--- config.mk ---
export PLATFORM = sky130hd
export DESIGN_NAME = if_id_stage_flat
export DESIGN_NICKNAME = d
export VERILOG_FILES = /design/src/rtl/if_id_stage_pkg.sv /design/src/rtl/if_id_stage_if.sv /design/src/rtl/if_id_stage_ext_sel_decode.sv /design/src/rtl/if_id_stage.sv /design/src/flat_wrapper.sv
export SDC_FILE = /design/constraint.sdc
export NUM_CORES = 1
export LEC_CHECK = 0
export CORE_UTILIZATION = 55
export CTS_CLUSTER_DIAMETER = 120
export CTS_CLUSTER_SIZE = 12
export DETAILED_ROUTE_END_ITERATION = 10
export DONT_BUFFER_PORTS = 1
export PLACE_DENSITY_LB_ADDON = 0.3
export RECOVER_POWER = 50
export SYNTH_ARGS = -nofsm -noshare
export SYNTH_HDL_FRONTEND = slang
export SYNTH_SLANG_ARGS = --single-unit
--- constraint.sdc ---
create_clock -name clk -period 4.35 [get_ports clk]
set_input_delay 0.435 -clock clk [delete_from_list [all_inputs] [get_ports clk]]
set_output_delay 0.435 -clock clk [all_outputs]
set_load 0.01 [all_outputs]
--- src/rtl/if_id_stage_pkg.sv ---
// Shared definitions for the instruction-fetch / IF-ID pipeline slice.
// Contents:
//   INSTR_W                      instruction word width
//   OP_ANDI/OP_ORI/OP_XORI/OP_LUI opcodes whose immediate is zero-extended
//   state_t                      fetch FSM states (S_BOOT, S_FETCH, S_HOLD)
//   pc_inc()                     32-bit modulo PC increment
package if_id_stage_pkg;

  localparam int unsigned INSTR_W = 32;

  localparam logic [5:0] OP_ANDI = 6'h0C;
  localparam logic [5:0] OP_ORI  = 6'h0D;
  localparam logic [5:0] OP_XORI = 6'h0E;
  localparam logic [5:0] OP_LUI  = 6'h0F;

  typedef enum logic [1:0] {
    S_BOOT  = 2'd0,
    S_FETCH = 2'd1,
    S_HOLD  = 2'd2
  } state_t;

  // Wraps 32'hFFFF_FFFC to 0.
  function automatic logic [31:0] pc_inc(input logic [31:0] pc);
    return pc + 32'd4;
  endfunction

endpackage

--- src/rtl/if_id_stage_if.sv ---
// Instruction-memory fetch bus.
//   req    fetch request; addr valid while high   (master -> slave)
//   addr   fetch address                          (master -> slave)
//   ready  rdata valid for addr this cycle        (slave -> master)
//   rdata  fetched instruction word               (slave -> master)
interface if_id_stage_if;
  import if_id_stage_pkg::*;

  logic               req;
  logic [31:0]        addr;
  logic               ready;
  logic [INSTR_W-1:0] rdata;

  modport master (output req, output addr, input ready, input rdata);
  modport slave  (input req, input addr, output ready, output rdata);

endinterface

--- src/rtl/if_id_stage_ext_sel_decode.sv ---
// ext_sel_decode: maps an instruction opcode to the immediate extend select.
//   opcode      in   6  instr[31:26]
//   ext_signal  out  1  1 = sign-extend, 0 = zero-extend (ANDI/ORI/XORI/LUI)
// Purely combinational.
module ext_sel_decode
  import if_id_stage_pkg::*;
(
  input  logic [5:0] opcode,
  output logic       ext_signal
);

  always_comb begin
    case (opcode)
      OP_ANDI, OP_ORI, OP_XORI, OP_LUI: ext_signal = 1'b0;
      default:                          ext_signal = 1'b1;
    endcase
  end

endmodule

--- src/rtl/if_id_stage.sv ---
// if_id_stage: instruction-fetch unit plus IF/ID pipeline register.
// Holds the PC, issues fetches, registers the fetched word with its
// immediate and extend select, absorbs stall back-pressure with a one-entry
// skid buffer and handles branch redirects.
// Ports:
//   clk, rst_n      clock (rising edge), synchronous active-low reset
//   imem            fetch bus (master modport of if_id_stage_if)
//   stall           ID cannot accept; hold IF/ID contents
//   redirect        taken branch/jump: flush and refetch from redirect_pc
//   redirect_pc     new fetch address ([1:0] ignored)
//   id_valid        IF/ID holds a live instruction
//   id_pc, id_pc4   address of id_instr and that address + 4
//   id_instr        instruction word
//   id_imm_16       id_instr[15:0]
//   id_ext_signal   1 = sign-extend imm, 0 = zero-extend; 0 while !id_valid
// Build option IF_ID_PERF_EN adds perf_fetch_cnt / perf_stall_cnt outputs.
// Parameter RESET_PC: PC loaded on reset.
module if_id_stage
  import if_id_stage_pkg::*;
#(
  parameter logic [31:0] RESET_PC = 32'h0000_0000
) (
  input  logic               clk,
  input  logic               rst_n,
  if_id_stage_if.master      imem,
  input  logic               stall,
  input  logic               redirect,
  input  logic [31:0]        redirect_pc,
  output logic               id_valid,
  output logic [31:0]        id_pc,
  output logic [31:0]        id_pc4,
  output logic [INSTR_W-1:0] id_instr,
  output logic [15:0]        id_imm_16,
  output logic               id_ext_signal
`ifdef IF_ID_PERF_EN
  ,
  output logic [31:0]        perf_fetch_cnt,
  output logic [31:0]        perf_stall_cnt
`endif
);

  state_t             state, state_next;
  logic [31:0]        pc, pc_d;
  logic [31:0]        skid_pc;
  logic [INSTR_W-1:0] skid_instr;

  logic               load_fetch;
  logic               load_skid;
  logic               capture;
  logic               bubble;

  logic [31:0]        src_pc;
  logic [INSTR_W-1:0] src_instr;
  logic               src_ext;

  logic               unused_rpc_bits;
  assign unused_rpc_bits = ^redirect_pc[1:0];

  assign imem.addr = pc;

  // State register.
  always_ff @(posedge clk) begin
    if (!rst_n) state <= S_BOOT;
    else        state <= state_next;
  end

  // Next state, PC update and datapath strobes. Redirect overrides
  // everything, including the idle boot cycle.
  always_comb begin
    state_next = state;
    pc_d       = pc;
    imem.req   = 1'b0;
    load_fetch = 1'b0;
    load_skid  = 1'b0;
    capture    = 1'b0;
    bubble     = 1'b0;

    if (state == S_FETCH) imem.req = 1'b1;

    if (redirect) begin
      state_next = S_FETCH;
      pc_d       = {redirect_pc[31:2], 2'b00};
    end else begin
      case (state)
        S_BOOT: state_next = S_FETCH;
        S_FETCH: begin
          if (imem.ready && !stall) begin
            load_fetch = 1'b1;
            pc_d       = pc_inc(pc);
          end else if (imem.ready && stall) begin
            capture    = 1'b1;
            state_next = S_HOLD;
          end else if (!imem.ready && !stall) begin
            bubble     = 1'b1;
          end
        end
        S_HOLD: begin
          if (!stall) begin
            load_skid  = 1'b1;
            pc_d       = pc_inc(pc);
            state_next = S_FETCH;
          end
        end
        default: state_next = S_BOOT;
      endcase
    end
  end

  // One decoder serves both the live fetch and the skid drain.
  assign src_pc    = load_skid ? skid_pc    : pc;
  assign src_instr = load_skid ? skid_instr : imem.rdata;

  ext_sel_decode u_ext_sel_decode (
    .opcode     (src_instr[31:26]),
    .ext_signal (src_ext)
  );

  // PC, skid buffer and IF/ID register.
  always_ff @(posedge clk) begin
    if (!rst_n) begin
      pc            <= RESET_PC;
      skid_pc       <= '0;
      skid_instr    <= '0;
      id_valid      <= 1'b0;
      id_pc         <= '0;
      id_pc4        <= '0;
      id_instr      <= '0;
      id_ext_signal <= 1'b0;
    end else begin
      pc <= pc_d;
      if (redirect || bubble) begin
        id_valid      <= 1'b0;
        id_ext_signal <= 1'b0;
      end else if (load_fetch || load_skid) begin
        id_valid      <= 1'b1;
        id_pc         <= src_pc;
        id_pc4        <= pc_inc(src_pc);
        id_instr      <= src_instr;
        id_ext_signal <= src_ext;
      end else if (capture) begin
        skid_pc    <= pc;
        skid_instr <= imem.rdata;
      end
    end
  end

  assign id_imm_16 = id_instr[15:0];

`ifdef IF_ID_PERF_EN
  always_ff @(posedge clk) begin
    if (!rst_n) begin
      perf_fetch_cnt <= '0;
      perf_stall_cnt <= '0;
    end else begin
      if (load_fetch || load_skid) perf_fetch_cnt <= perf_fetch_cnt + 32'd1;
      if (stall && id_valid)       perf_stall_cnt <= perf_stall_cnt + 32'd1;
    end
  end
`endif

endmodule

--- src/flat_wrapper.sv ---
// flat-port wrapper written by rule: the top's interface ports become plain ports
module if_id_stage_flat import if_id_stage_pkg::*;
#(
  parameter logic [31:0] RESET_PC = 32'h0000_0000
)
  (clk, rst_n, stall, redirect, redirect_pc, id_valid, id_pc, id_pc4, id_instr, id_imm_16, id_ext_signal, imem_req, imem_addr, imem_ready, imem_rdata);
  if_id_stage_if imem_i ();
  input  logic clk;
  input  logic rst_n;
  input  logic stall;
  input  logic redirect;
  input  logic [31:0] redirect_pc;
  output logic id_valid;
  output logic [31:0] id_pc;
  output logic [31:0] id_pc4;
  output logic [INSTR_W-1:0] id_instr;
  output logic [15:0] id_imm_16;
  output logic id_ext_signal;
  output wire logic [$bits(imem_i.req)-1:0] imem_req;
  output wire logic [$bits(imem_i.addr)-1:0] imem_addr;
  input wire logic [$bits(imem_i.ready)-1:0] imem_ready;
  input wire logic [$bits(imem_i.rdata)-1:0] imem_rdata;
  assign imem_req = imem_i.req;
  assign imem_addr = imem_i.addr;
  assign imem_i.ready = imem_ready;
  assign imem_i.rdata = imem_rdata;
  if_id_stage #(.RESET_PC(RESET_PC)) u_core (.clk(clk), .rst_n(rst_n), .imem(imem_i), .stall(stall), .redirect(redirect), .redirect_pc(redirect_pc), .id_valid(id_valid), .id_pc(id_pc), .id_pc4(id_pc4), .id_instr(id_instr), .id_imm_16(id_imm_16), .id_ext_signal(id_ext_signal));
endmodule
==> results.toml, run 1 <==
[run_status]
outcome = "finished, violations left"
violations = "max-capacitance violations, max-slew violations"

[global_route]
antenna_found_initial = 0
grt_max_degree = 77
grt-ovfl-total = 0
grt_pass1_vias = 6915
grt_use_total_pct = 28.6
grt_pass1_wl_um = 37500

[final_layout]
fin_area_um2 = 9510
nNetsFinal = 1166
drive_gt1_share_pct = 5.14
n_antenna_cell = 0
area_growth_pct = 5.03
finalNonFillerCells = 1324

[sta]
setup_ws_ns = 0.818
setup_violations = 0
tightest_slew_ns = 1.93
rsz0062_at_grt = "no"
fin_crit_sh_pct = 81.2
finClkSkew_ns = 0.00615
fin_crit_ns = 3.53
maxSlewViolCount = 17
max_slew_margin_pct = -29.8
fmax_ghz = 0.283
setup-tns-final_ns = 0
hold_violations = 0

[worst_setup_path]
critPathMaxFanout = 54
crit_chain = "or4b_4 > nand2_1 > nand2_1 > ha_1 > nand3_1 > nor4_1 > o21ai_1 > or4_1 > nand3_1"
critPathSlowestCell = "or4b_4"
cp.depth = 9
criticalPathCategory = "reg2reg"
worstPathArrival_ns = 3.91
critPathBufInv = 0
crit_start = "u_core.state[0]$_SDFFE_PN0P_"
ff2ff_path_depth = 9
r2r_slack_ns = 0.82
reg2reg_to = "u_core.id_pc4[22]$_SDFFE_PN0P_"
crit_required_ns = 4.72
crit_family = "simple AND/OR/NAND/NOR gates"
timing.rr.start = "u_core.state[0]$_SDFFE_PN0P_"
critPathMaxStageDelay_ns = 0.64
worst_setup_path_end_kind = "flip-flop"
start_kind = "flip-flop"

[yosys]
yosysSeqAreaShare_pct = 41.6
synth.distinct_cells = 60
ys_ff_latch = 188
async_reset_ff_share_pct = 0
synth_area_leaders = "dfxtp_1, nand2_1, a21oi_1"
syn_avg_cell_area_um2 = 7.69
synthCells = 1178
synth.most_common_cell = "nand2_1"
synth-edff-count = 0
netlist_area_um2 = 9060
ys.flop_type = "dfxtp_1"
netlist_top_cells_count = "nand2_1, dfxtp_1, nor2_1"
yosys.area.top_type_share_pct = 41.6
ys_warn_count = 0
synth_area_leader_cell = "dfxtp_1"

[worst_hold_path]
hold_depth = 2
min_from = "imem_rdata[10]"
worstHoldEndpoint = "u_core.skid_instr[10]$_SDFFE_PN0P_"
hold_path.class = "in2reg"

[drt]
firstDrtPassIters = 5
drt-wirelength-per-cell_um = 18.6
ant_nets = 0
vias = 8154
drt_wl_total_um = 24600
drcViolationCount = 0
drtIter0Drc = 807
viasPerCell = 6.16

[die]
start_util_pct = 56.6
rows = 46
die-area_um2 = 17000
die_h_um = 130
core_um2 = 16000
die_w_um = 130
ios = 216

[cts]
htree_levels = 4
ctsResizeCount = 0
hold_buffers = 0
root_buffer = "clkbuf_16"
cts_tree = "built"
cts_buffers = 17
clock_path_buffers = 2
cts_num_sinks = 188
path_clk_slew_ns = 0.07
insertion_delay_ns = 0.43
postCtsSetupRepairBufs = 0

[place]
place.gp.congestion = 0.912
dp_slack_ns = 0.873
io_buffers = 0
dpl_cell_area_um2 = 8950
place_hpwl_um = 16600
post-place-cells = 1292

[power_and_ir_drop]
power.density_nw_per_um2 = 384
ir_drop_mv = 0.275
fin_total_pwr_uw = 3650
leakage_uw = 0.00317

[flow_run]
maxCapViolCount = 1
## report_power, final
part           internal, µW  leakage, µW  total [µW]  switching, µW
sequential             1780      0.00153        1880            104
combinational          75.8      0.00136         218            142
clock                   829     0.000285        1560            726
total                  2680      0.00317        3650            972
## placed cells by master, fill, tap and decap left out, types with 4 or more instances in the layout
master     Yosys  layout
or4_1         10      10
a32oi_1        4       4
a31oi_1        8       8
mux2_2         4       4
xnor2_1       14      14
and2_1         4       4
or3_1         10       9
o21ai_0       39      38
dfxtp_1      188     188
nor3_1        35      35
nand4_1       22      22
nor2_1        98      98
buf_4         22      11
and3_1        13      13
conb_1         1       6
nand3_1       66      66
o211ai_1       4       4
nand2_1      252     252
o31ai_1       11      11
mux2i_1       29      29
clkbuf_16      0      17
nand2b_1       4       4
a211oi_1      24      24
a21oi_1       93      93
inv_6          0       6
xor2_1        19      19
a311oi_1      40      40
inv_1         10       9
nor4_1        13      14
## worst max-delay path by stage
stage	to	slack, ns
floorplan	u_core.id_pc4[22]$_SDFFE_PN0P_	0.73
global placement	u_core.id_pc4[22]$_SDFFE_PN0P_	0.99
detailed placement	u_core.id_pc4[22]$_SDFFE_PN0P_	0.87
CTS	u_core.id_pc4[24]$_SDFFE_PN0P_	0.86
global route	u_core.id_pc4[24]$_SDFFE_PN0P_	0.54
finish	u_core.id_pc4[22]$_SDFFE_PN0P_	0.82
## logic make-up (layout without fill, tap and decap cells)
family,after synthesis,after routing,share of synthesized area [%]
xor gates and xnor gates,33,33,3.19
and+or+nand+nor,540,540,26.8
DFF,188,188,41.6
adders and majority gates,2,2,0.276
muxes,33,33,3.70
buffers and inverters,132,57,6.60
AOI/OAI and AO/OA,249,249,17.8
other,1,6,0.0414
## flip-flops by register name (all words and copies together) (netlist names)
register              count
u_core.id_pc             30
u_core.id_ext_signal      1
u_core.id_instr          32
u_core.imem.addr         30
u_core.id_valid           1
u_core.skid_pc           30
u_core.id_pc4            30
u_core.state              2
u_core.skid_instr        32
## stage by stage
stage	util, %	hold slack (ns)
after floorplan	-	0.436
after global placement	55.9	0.442
after detailed placement	55.9	0.447
after CTS	59.6	0.118
after global routing	59.4	0.115
final	59.4	0.128
## final cells by class
type | count | area (µm²)
clock inverter | 14 | 149
tap | 216 | 270
sequential | 188 | 3760
timing repair buffer | 15 | 114
inverter | 10 | 40.0
fill | 1500 | 6490
clock buffer | 18 | 439
multi-input combinational | 863 | 4740
## layer usage
metal | wire length [µm] | vias to the layer above | GRT usage, % | share of wire [%]
li1 | - | 3975 | - | -
met3 | 2810 | 30 | 9.88 | 11
met5 | 0 | - | 0 | 0
met2 | 10400 | 348 | 40.0 | 42
met4 | 400 | 0 | 8.28 | 1.6
met1 | 11000 | 3801 | 40.9 | 45
(Power assumes the default switching activity.)
==> run 2: changes to the inputs <==
clock period = 3.6 ns   (was 4.35 ns; I/O delays follow)
==> results.toml, run 2 (same netlist as run 1, synthesis figures left out) <==
[die]
die_w_um = 130
die-area_um2 = 17000
rows = 46
core_um2 = 16000
start_util_pct = 56.6
ios = 216
die_h_um = 130

[cts]
insertion_delay_ns = 0.43
hold_buffers = 0
cts_buffers = 17
cts_num_sinks = 188
clock_path_buffers = 2
postCtsSetupRepairBufs = 0
ctsResizeCount = 0
htree_levels = 4
cts_tree = "built"
root_buffer = "clkbuf_16"
path_clk_slew_ns = 0.07

[sta]
tightest_slew_ns = 1.37
finClkSkew_ns = 0.0128
fmax_ghz = 0.325
hold_violations = 0
maxSlewViolCount = 0
setup_violations = 0
setup-tns-final_ns = 0
fin_crit_sh_pct = 85.5
fin_crit_ns = 3.08
setup_ws_ns = 0.522
max_slew_margin_pct = 8.97
hold_ws_ns = 0.0394
rsz0062_at_grt = "no"

[power_and_ir_drop]
pwr-share-seq_pct = 51.6
netSwitchingFraction_pct = 26.3
power.internal_uw = 3230
power.density_nw_per_um2 = 458
p_switching_uw = 1150
combPwrFrac_pct = 6.4
leakage_uw = 0.00318
ir_drop_mv = 0.329
power_frac_clock_pct = 42.0

[final_layout]
layout_common_cells = "nand2_1, dfxtp_1, nor2_1"
area_growth_pct = 5.54
nNetsFinal = 1176
layout_commonest_cell = "nand2_1"
drive_gt1_share_pct = 5.90
reg_top3 = "u_core.id_instr x32, u_core.skid_instr x32"
n_antenna_cell = 0

[worst_setup_path]
ff2ff_path_depth = 6
start_kind = "flip-flop"
crit_required_ns = 3.95
worst_setup_path_end_kind = "flip-flop"
critPathMaxFanout = 67
worstPathArrival_ns = 3.42
criticalPathCategory = "reg2reg"

[global_route]
grt_use_total_pct = 28.7
grt_pass1_vias = 6861
grt_pass1_wl_um = 37700
grt-ovfl-total = 0
grt_max_degree = 68
antenna_found_initial = 0

[drt]
dr_wl_met3_um = 2610
drcViolationCount = 0
viasPerCell = 6.06
wl_met2_um = 10500
drt-wirelength-per-cell_um = 18.4
firstDrtPassIters = 5
wl_met1_um = 11100
vias = 8089
drtIter0Drc = 859
drt_wl_total_um = 24600
ant_nets = 0
highest_layer = "met4"

[worst_hold_path]
hold_depth = 2
hold_path.class = "in2reg"

[place]
dp_slack_ns = 0.607
place.gp.congestion = 0.927
io_buffers = 0
place_hpwl_um = 16900

[run_status]
outcome = "complete, no violations"

[flow_run]
maxCapViolCount = 0
[run 2: changes by cell type in the layout (fill, tap and decap cells not counted), moves of 3 or more]
| cell | delta |
|---|---|
| buf_4 | +5 |
| clkbuf_1 | +5 |
| clkinvlp_4 | +3 |
| nor4_1 | -3 |
| nor4_2 | +3 |
[run 2: power groups by stage]
stage          sequential, µW  combinational, µW  clock (µW)
2_1_floorplan            2270                251           0
3_3_place_gp             2300                275           0
3_5_place_dp             2310                280           0
4_1_cts                  2260                282        1860
5_1_grt                  2270                313        1960
6_report                 2260                280        1840
[run 2: path summary, 6_finish.rpt]
path | from | endpoint | slack (ns)
min | stall | u_core.state[1]$_SDFFE_PP0P_ | 0.04
max reg2reg | u_core.state[0]$_SDFFE_PN0P_ | u_core.id_pc4[13]$_SDFFE_PN0P_ | 0.52
max | u_core.state[0]$_SDFFE_PN0P_ | u_core.id_pc4[13]$_SDFFE_PN0P_ | 0.52
min reg2reg | u_core.skid_instr[0]$_SDFFE_PN0P_ | u_core.skid_instr[0]$_SDFFE_PN0P_ | 0.45
[run 2: final cells by class]
| cell class | count | area (µm²) |
|---|---|---|
| Clock buffer | 18 | 439 |
| Sequential cell | 188 | 3760 |
| Clock inverter | 14 | 136 |
| Tap cell | 216 | 270 |
| Fill cell | 1492 | 6440 |
| Timing Repair Buffer | 25 | 155 |
| Inverter | 10 | 40.0 |
| Multi-Input combinational cell | 863 | 4750 |
[run 2: routing by layer]
layer	vias up	global-route usage, %
met5	-	0
met4	0	8.41
met3	29	7.71
met2	362	41.0
met1	3709	41.9
li1	3989	-
[run 2: worst max-delay path, stage by stage (launching register included)]
cell	delay (ns)
dfxtp_1	0.51
nor4bb_1	0.26
clkbuf_1	0.31
o21a_2	1.04
nand2_1	0.42
a21o_1	0.25
o21ai_0	0.15
[run 2: per-stage QoR]
stage / instance area [µm²] / instances / power (µW) / util [%]
floorplan: 9090 / 1183 / 2520 / -
global placement: 9020 / 1302 / 2580 / 56.4
detailed placement: 9020 / 1302 / 2590 / 56.4
CTS: 9600 / 1334 / 4400 / 60.0
global route: 9560 / 1334 / 4540 / 59.7
finish: 9560 / 1334 / 4380 / 59.7
